`src/rtl/uart_boot_loader.sv`:
```
// Power-up loader: drives the UART register port to receive a framed image, writes it into
// memory, acknowledges the host, then hands the UART port and the Z80 back to the system.
module uart_boot_loader #(
  parameter int unsigned TIMEOUT_CYCLES = 25175000,
  parameter logic [7:0]  SYNC_BYTE      = 8'h55,
  parameter logic [7:0]  ACK_BYTE       = 8'h06,
  parameter logic [7:0]  NAK_BYTE       = 8'h15
) (
  input  logic        clk,
  input  logic        rst,
  output logic        ucs,
  output logic        urw_n,
  output logic [3:0]  uaddr,
  output logic [7:0]  udata_o,
  input  logic [7:0]  udata_i,
  output logic        bus_own,
  output logic        mem_we,
  output logic [15:0] mem_addr,
  output logic [7:0]  mem_wdata,
  output logic        cpu_reset_o,
  output logic        done,
  output logic        error,
  output logic [5:0]  dbg_state
);

  // UART port handshake: a register access happens on every clock edge where ucs=1; a read
  // returns udata_i combinationally for the presented uaddr, a write (urw_n=0) takes udata_o.
  // RX avail (addr 3) and TX ready (addr 1) bit 0 act as "valid"/"ready"; reading addr 2 pops.
  typedef enum logic [2:0] {S_POLL, S_READ, S_PROC, S_TXPOLL, S_TXWR, S_DONE} state_t;
  typedef enum logic [2:0] {P_SYNC, P_ADDR_L, P_ADDR_H, P_LEN_L, P_LEN_H, P_DATA, P_CSUM} phase_t;

  state_t      state, state_n;
  phase_t      phase, phase_n;
  logic [7:0]  byte_q, byte_n;
  logic [15:0] ptr, ptr_n, remain, remain_n;
  logic [7:0]  sum, sum_n;
  logic        ack, ack_n;
  logic [31:0] tmo_cnt;
  logic        tmo_hit;
  logic        ucs_n, urw_n_n, bus_own_n, we_n, cpu_reset_n, done_n, err_n;
  logic [3:0]  uaddr_n;
  logic [7:0]  udata_o_n, mwdata_n;
  logic [15:0] maddr_n;

  assign dbg_state = {phase, state};
  assign tmo_hit   = (state == S_POLL) && (phase != P_SYNC) && (tmo_cnt >= TIMEOUT_CYCLES - 32'd1);

  always_comb begin
    state_n  = state;
    phase_n  = phase;
    byte_n   = byte_q;
    ptr_n    = ptr;
    remain_n = remain;
    sum_n    = sum;
    ack_n    = ack;
    err_n    = 1'b0;
    we_n     = 1'b0;
    maddr_n  = mem_addr;
    mwdata_n = mem_wdata;
    case (state)
      S_POLL: begin
        // Bus outputs are registered, so only trust udata_i once the avail register is selected.
        if (tmo_hit) begin
          err_n   = 1'b1;
          phase_n = P_SYNC;
        end else if (ucs && urw_n && uaddr == 4'd3 && udata_i[0]) begin
          state_n = S_READ;
        end
      end
      S_READ: begin
        byte_n  = udata_i;
        state_n = S_PROC;
        if (phase == P_DATA) begin
          we_n     = 1'b1;
          maddr_n  = ptr;
          mwdata_n = udata_i;
        end
      end
      S_PROC: begin
        state_n = S_POLL;
        case (phase)
          P_SYNC: begin
            if (byte_q == SYNC_BYTE) begin
              phase_n = P_ADDR_L;
              sum_n   = 8'd0;
            end
          end
          P_ADDR_L: begin ptr_n[7:0]  = byte_q; phase_n = P_ADDR_H; end
          P_ADDR_H: begin ptr_n[15:8] = byte_q; phase_n = P_LEN_L; end
          P_LEN_L:  begin remain_n[7:0] = byte_q; phase_n = P_LEN_H; end
          P_LEN_H: begin
            remain_n = {byte_q, remain[7:0]};
            phase_n  = ({byte_q, remain[7:0]} == 16'd0) ? P_CSUM : P_DATA;
          end
          P_DATA: begin
            sum_n    = sum + byte_q;
            ptr_n    = ptr + 16'd1;
            remain_n = remain - 16'd1;
            if (remain == 16'd1) phase_n = P_CSUM;
          end
          P_CSUM: begin
            ack_n   = (byte_q == sum);
            err_n   = (byte_q != sum);
            state_n = S_TXPOLL;
          end
          default: phase_n = P_SYNC;
        endcase
      end
      S_TXPOLL: if (ucs && uaddr == 4'd1 && udata_i[0]) state_n = S_TXWR;
      S_TXWR: begin
        phase_n = P_SYNC;
        state_n = ack ? S_DONE : S_POLL;
      end
      S_DONE:  state_n = S_DONE;
      default: state_n = S_POLL;
    endcase

    // Bus and status outputs are registered from the state being entered.
    ucs_n       = 1'b0;
    urw_n_n     = 1'b1;
    uaddr_n     = 4'd0;
    udata_o_n   = 8'd0;
    bus_own_n   = 1'b1;
    cpu_reset_n = 1'b1;
    done_n      = 1'b0;
    case (state_n)
      S_POLL:   begin ucs_n = 1'b1; uaddr_n = 4'd3; end
      S_READ:   begin ucs_n = 1'b1; uaddr_n = 4'd2; end
      S_TXPOLL: begin ucs_n = 1'b1; uaddr_n = 4'd1; end
      S_TXWR: begin
        ucs_n     = 1'b1;
        urw_n_n   = 1'b0;
        udata_o_n = ack_n ? ACK_BYTE : NAK_BYTE;
      end
      S_DONE: begin
        bus_own_n   = 1'b0;
        cpu_reset_n = 1'b0;
        done_n      = 1'b1;
      end
      default: ucs_n = 1'b0;
    endcase
  end

  always_ff @(posedge clk) begin
    if (rst) begin
      state       <= S_POLL;
      phase       <= P_SYNC;
      byte_q      <= 8'd0;
      ptr         <= 16'd0;
      remain      <= 16'd0;
      sum         <= 8'd0;
      ack         <= 1'b0;
      tmo_cnt     <= 32'd0;
      ucs         <= 1'b0;
      urw_n       <= 1'b1;
      uaddr       <= 4'd0;
      udata_o     <= 8'd0;
      bus_own     <= 1'b1;
      mem_we      <= 1'b0;
      mem_addr    <= 16'd0;
      mem_wdata   <= 8'd0;
      cpu_reset_o <= 1'b1;
      done        <= 1'b0;
      error       <= 1'b0;
    end else begin
      state       <= state_n;
      phase       <= phase_n;
      byte_q      <= byte_n;
      ptr         <= ptr_n;
      remain      <= remain_n;
      sum         <= sum_n;
      ack         <= ack_n;
      tmo_cnt     <= (state == S_READ || phase == P_SYNC) ? 32'd0 : tmo_cnt + 32'd1;
      ucs         <= ucs_n;
      urw_n       <= urw_n_n;
      uaddr       <= uaddr_n;
      udata_o     <= udata_o_n;
      bus_own     <= bus_own_n;
      mem_we      <= we_n;
      mem_addr    <= maddr_n;
      mem_wdata   <= mwdata_n;
      cpu_reset_o <= cpu_reset_n;
      done        <= done_n;
      error       <= err_n;
    end
  end

endmodule
```
`config.mk`:
```
export PLATFORM = sky130hd
export DESIGN_NAME = uart_boot_loader
export DESIGN_NICKNAME = d
export VERILOG_FILES = /design/src/rtl/uart_boot_loader.sv
export SDC_FILE = /design/constraint.sdc
export NUM_CORES = 1
export LEC_CHECK = 0
export ABC_AREA = 1
export BUFFER_PORTS_ARGS = -buffer_cell sky130_fd_sc_hd__buf_2
export CAP_MARGIN = 0
export CORE_ASPECT_RATIO = 0.6
export CORE_MARGIN = 5
export CORE_UTILIZATION = 60
export DETAILED_ROUTE_END_ITERATION = 10
export PLACE_DENSITY = 0.84
export SETUP_SLACK_MARGIN = 0.1
export SYNTH_ARGS = -nofsm -noshare
export SYNTH_HDL_FRONTEND = slang
export SYNTH_SLANG_ARGS = --single-unit
```
`constraint.sdc`:
```
create_clock -name clk -period 2 [get_ports clk]
set_input_delay 0.4 -clock clk [delete_from_list [all_inputs] [get_ports clk]]
set_output_delay 0.4 -clock clk [all_outputs]
set_load 0.005 [all_outputs]
```
==> metrics.log <==
INFO  metric timing_worst_setup_path_type = reg2reg
INFO  metric hold_viol_final = 0
INFO  metric worstRegToRegCells = 10
INFO  metric ant_nets = 0
INFO  metric area_growth_syn_to_layout = 16.2%
INFO  metric worst_setup_hold_path_clk_slew = 60 ps
INFO  metric slew_viol_final = 0
INFO  metric grt_start_max_net_pins = 44
INFO  metric postSynthCellCount = 908
INFO  metric io-pin-count = 59
INFO  metric cap_violations = 0
INFO  metric worstSkewPairLatency = ~420 ps
INFO  metric worst_slew_pin_slew = between 500 and 600 ps
INFO  metric drive_above_1_share = 15.7%
INFO  metric finalSetupTns = 0 ps
INFO  metric wl = 17000 µm
INFO  metric placement_rows = 29
INFO  metric most_used_standard_cell_by_instance_count_after_synthesis = nand2_1
INFO  metric diodes = 0
INFO  metric hold_end = mem_wdata[3]
INFO  metric synth.top_cell.area_share = 38.6%
INFO  metric routedWlPerCell = between 15 and 20 µm
INFO  metric netlist-cell-type-count = between 40 and 50
INFO  metric cts_tree = yes
INFO  metric timing.critical_path.to_type = flip-flop
INFO  metric synth.ff_latch_count = 122
INFO  metric relSlewSlack = 63.8%
INFO  metric synth_top_cell_by_area = dfxtp_1
INFO  metric grt_util_all_layers = 27.3%
INFO  metric yosys_warnings = 0
INFO  metric fin_worst_hold_slack = between 150 and 200 ps
INFO  metric peakVddDrop = 0.000690 V
INFO  metric timing.critical_path.required = between 2000 and 2500 ps
INFO  metric floorplan.die.height = 89.5 µm
INFO  metric hold_depth = 3
INFO  metric critical_path.reg2reg.startpoint = tmo_cnt[0]
INFO  metric critical_hold_path_startpoint = udata_i[3]
INFO  metric portbufs = 52
INFO  metric die_area = 12800 µm²
INFO  metric grt_pass1_wl = roughly 28000 µm
INFO  metric syn-cell-area = 6320 µm²
INFO  metric worst_r2r_endpoint = tmo_cnt[20]
INFO  metric clock_sinks = roughly 120
INFO  metric start_util = 60.7%
INFO  metric seq_area_frac_synth = 38.6%
INFO  metric clock_tree.buffer_depth = 2
INFO  metric run_status = finished, final reports clean
INFO  metric vias = around 6400
INFO  metric grt.overflow.total = 0
INFO  metric classification_of_the_worst_slack_hold_path = in2reg
INFO  metric timing.critical_path.from_type = flip-flop
INFO  metric die_width = between 100 and 150 µm
INFO  metric core-area = 10400 µm²
INFO  metric postCtsHoldBufs = 0
INFO  metric setup_viol = 0
INFO  metric remaining_drc_errors = 0
INFO  metric rsz0062_at_grt = yes
INFO  metric leading_register_cell_type_out_of_synthesis = dfxtp_1
INFO  metric synthArstFlopShare = 0%
INFO  metric weighted_congestion_at_the_end_of_routability_driven_global_placement = 0.988
INFO  metric share_of_the_cycle_needed_by_the_critical_path_after_routing = 93.2%
INFO  metric finish.net_count = about 1000
INFO  metric reg2reg_setup_slack = 140 ps
INFO  metric stdcell_count = 1126
INFO  metric cellPowerDensity = 759 nW/µm²
INFO  metric yosys-top-cells-area = dfxtp_1, nand2_1, nor2_1, o21ai_0, inv_1
INFO  metric place.detailed.instances = 1089
INFO  metric worst-path-max-fanout = 5
INFO  metric power.static_leakage = 3.19 nW
INFO  metric cp_data_arrival_time = 2160 ps
INFO  metric dp_hpwl = 11800 µm
INFO  metric grt_antenna_before_repair = 0
INFO  metric detailedRoute.firstPassIterationCount = 5
INFO  metric fmax = 537 MHz
INFO  metric detail_route.vias_per_cell = ~5.7
INFO  metric cts_htree_levels = 4
INFO  metric synth.top_cells.by_count = nand2_1, dfxtp_1, nor2_1
INFO  metric syn_area_per_cell = 6.96 µm²
INFO  metric finalCriticalPeriod = 1860 ps
INFO  metric number_of_global_route_vias_before_repair = approximately 5700
INFO  metric clock-skew-final = 8.50 ps
INFO  metric cts_made_buffers = 17
INFO  metric synth_enable_flop_cells = 0
INFO  metric first_iter_violations = 835
INFO  metric ctsRootBufferMaster = clkbuf_16
==> cell type report <==
type | count | area [µm²]
fill | 828 | 3070
clock inverter | 14 | 149
tap | 139 | 174
inverter | 115 | 438
clock buffer | 17 | 425
sequential | 122 | 2440
timing repair buffer | 72 | 410
multi-input combinational | 647 | 3310
==> cells by family after synthesis <==
group           Yosys count  synth area share (%)
other cells               1                0.0593
simple gates            425                  30.6
xor+xnor                 16                  2.22
buf+inv                 144                  9.84
flops                   122                  38.6
fa+ha+maj                12                  2.49
compound gates          188                  16.2
==> stage by stage <==
stage,power (mW),worst slack [ps],util (%),area (µm²)
after global routing,5.72,76.8,70.5,7350
final,5.57,136,70.5,7350
after detailed placement,2.63,256,64.3,6700
after global placement,2.63,272,64.3,6700
after floorplan,2.59,402,-,6340
after CTS,5.58,151,69.8,7270
==> worst max-delay path, cell delays in order, from the launching register on <==
cell and delay [ps]:
dfxtp_1 350, ha_1 170, nand2_1 120, nor2_4 180
nand3_4 120, nor2_4 180, nand2_2 80, inv_2 80
nand2_2 90, o31ai_1 290, nor2_1 70
==> where the power goes <==
part,internal (mW),leakage [nW],total [mW],switching [mW]
logic,0.0396,1.93,0.129,0.0898
clock network,1.83,0.283,2.99,1.16
registers,2.44,0.984,2.45,0.0108
total,4.31,3.19,5.57,1.26
==> state kept, by name, summed over array words and instances, names as in the netlist, 8 cells and up <==
signal	flops
remain	16
ptr	16
mem_wdata	8
sum	8
tmo_cnt	32
byte_q	8
mem_addr	16
==> layer usage <==
metal  share of wire [%]  vias up  routed length, µm  track usage [%]
li1                    -     3129                  -                -
met1                  46     2889               7890             39.8
met2                  39      382               6680             38.1
met3                  12       36               2120             8.39
met4                 2.0        0                336             9.06
met5                   0        -                  0                0
==> timing repair <==
item	in CTS	in global routing
setup buffers	0	6
endpoints found under the hold margin	0	0
setup endpoints to repair	0	15
gates resized for setup	0	9
==> worst max path at each step <==
stage,startpoint,to,slack (ps)
6_report,tmo_cnt[0],tmo_cnt[20],140
5_1_grt,tmo_cnt[11],tmo_cnt[17],80
4_1_cts,tmo_cnt[0],tmo_cnt[20],150
3_5_place_dp,tmo_cnt[0],tmo_cnt[20],260
3_3_place_gp,state[0],phase[1],270
2_1_floorplan,byte_q[0],sum[6],400
==> cell usage in the layout (no fill, tap or decap), drive strengths merged, types with 5 or more instances in the layout <==
cell and count:
dfxtp 122, inv 115, conb 6, ha 11, nor4 5, a21oi 73
nand2 186, or2 6, a31oi 24, nor2 116, nand3 61, nand4 16
clkinv 11, o21ai 79, clkbuf 17, nor3 27, buf 72, xor2 15
Power figures use the tool's default switching activity.
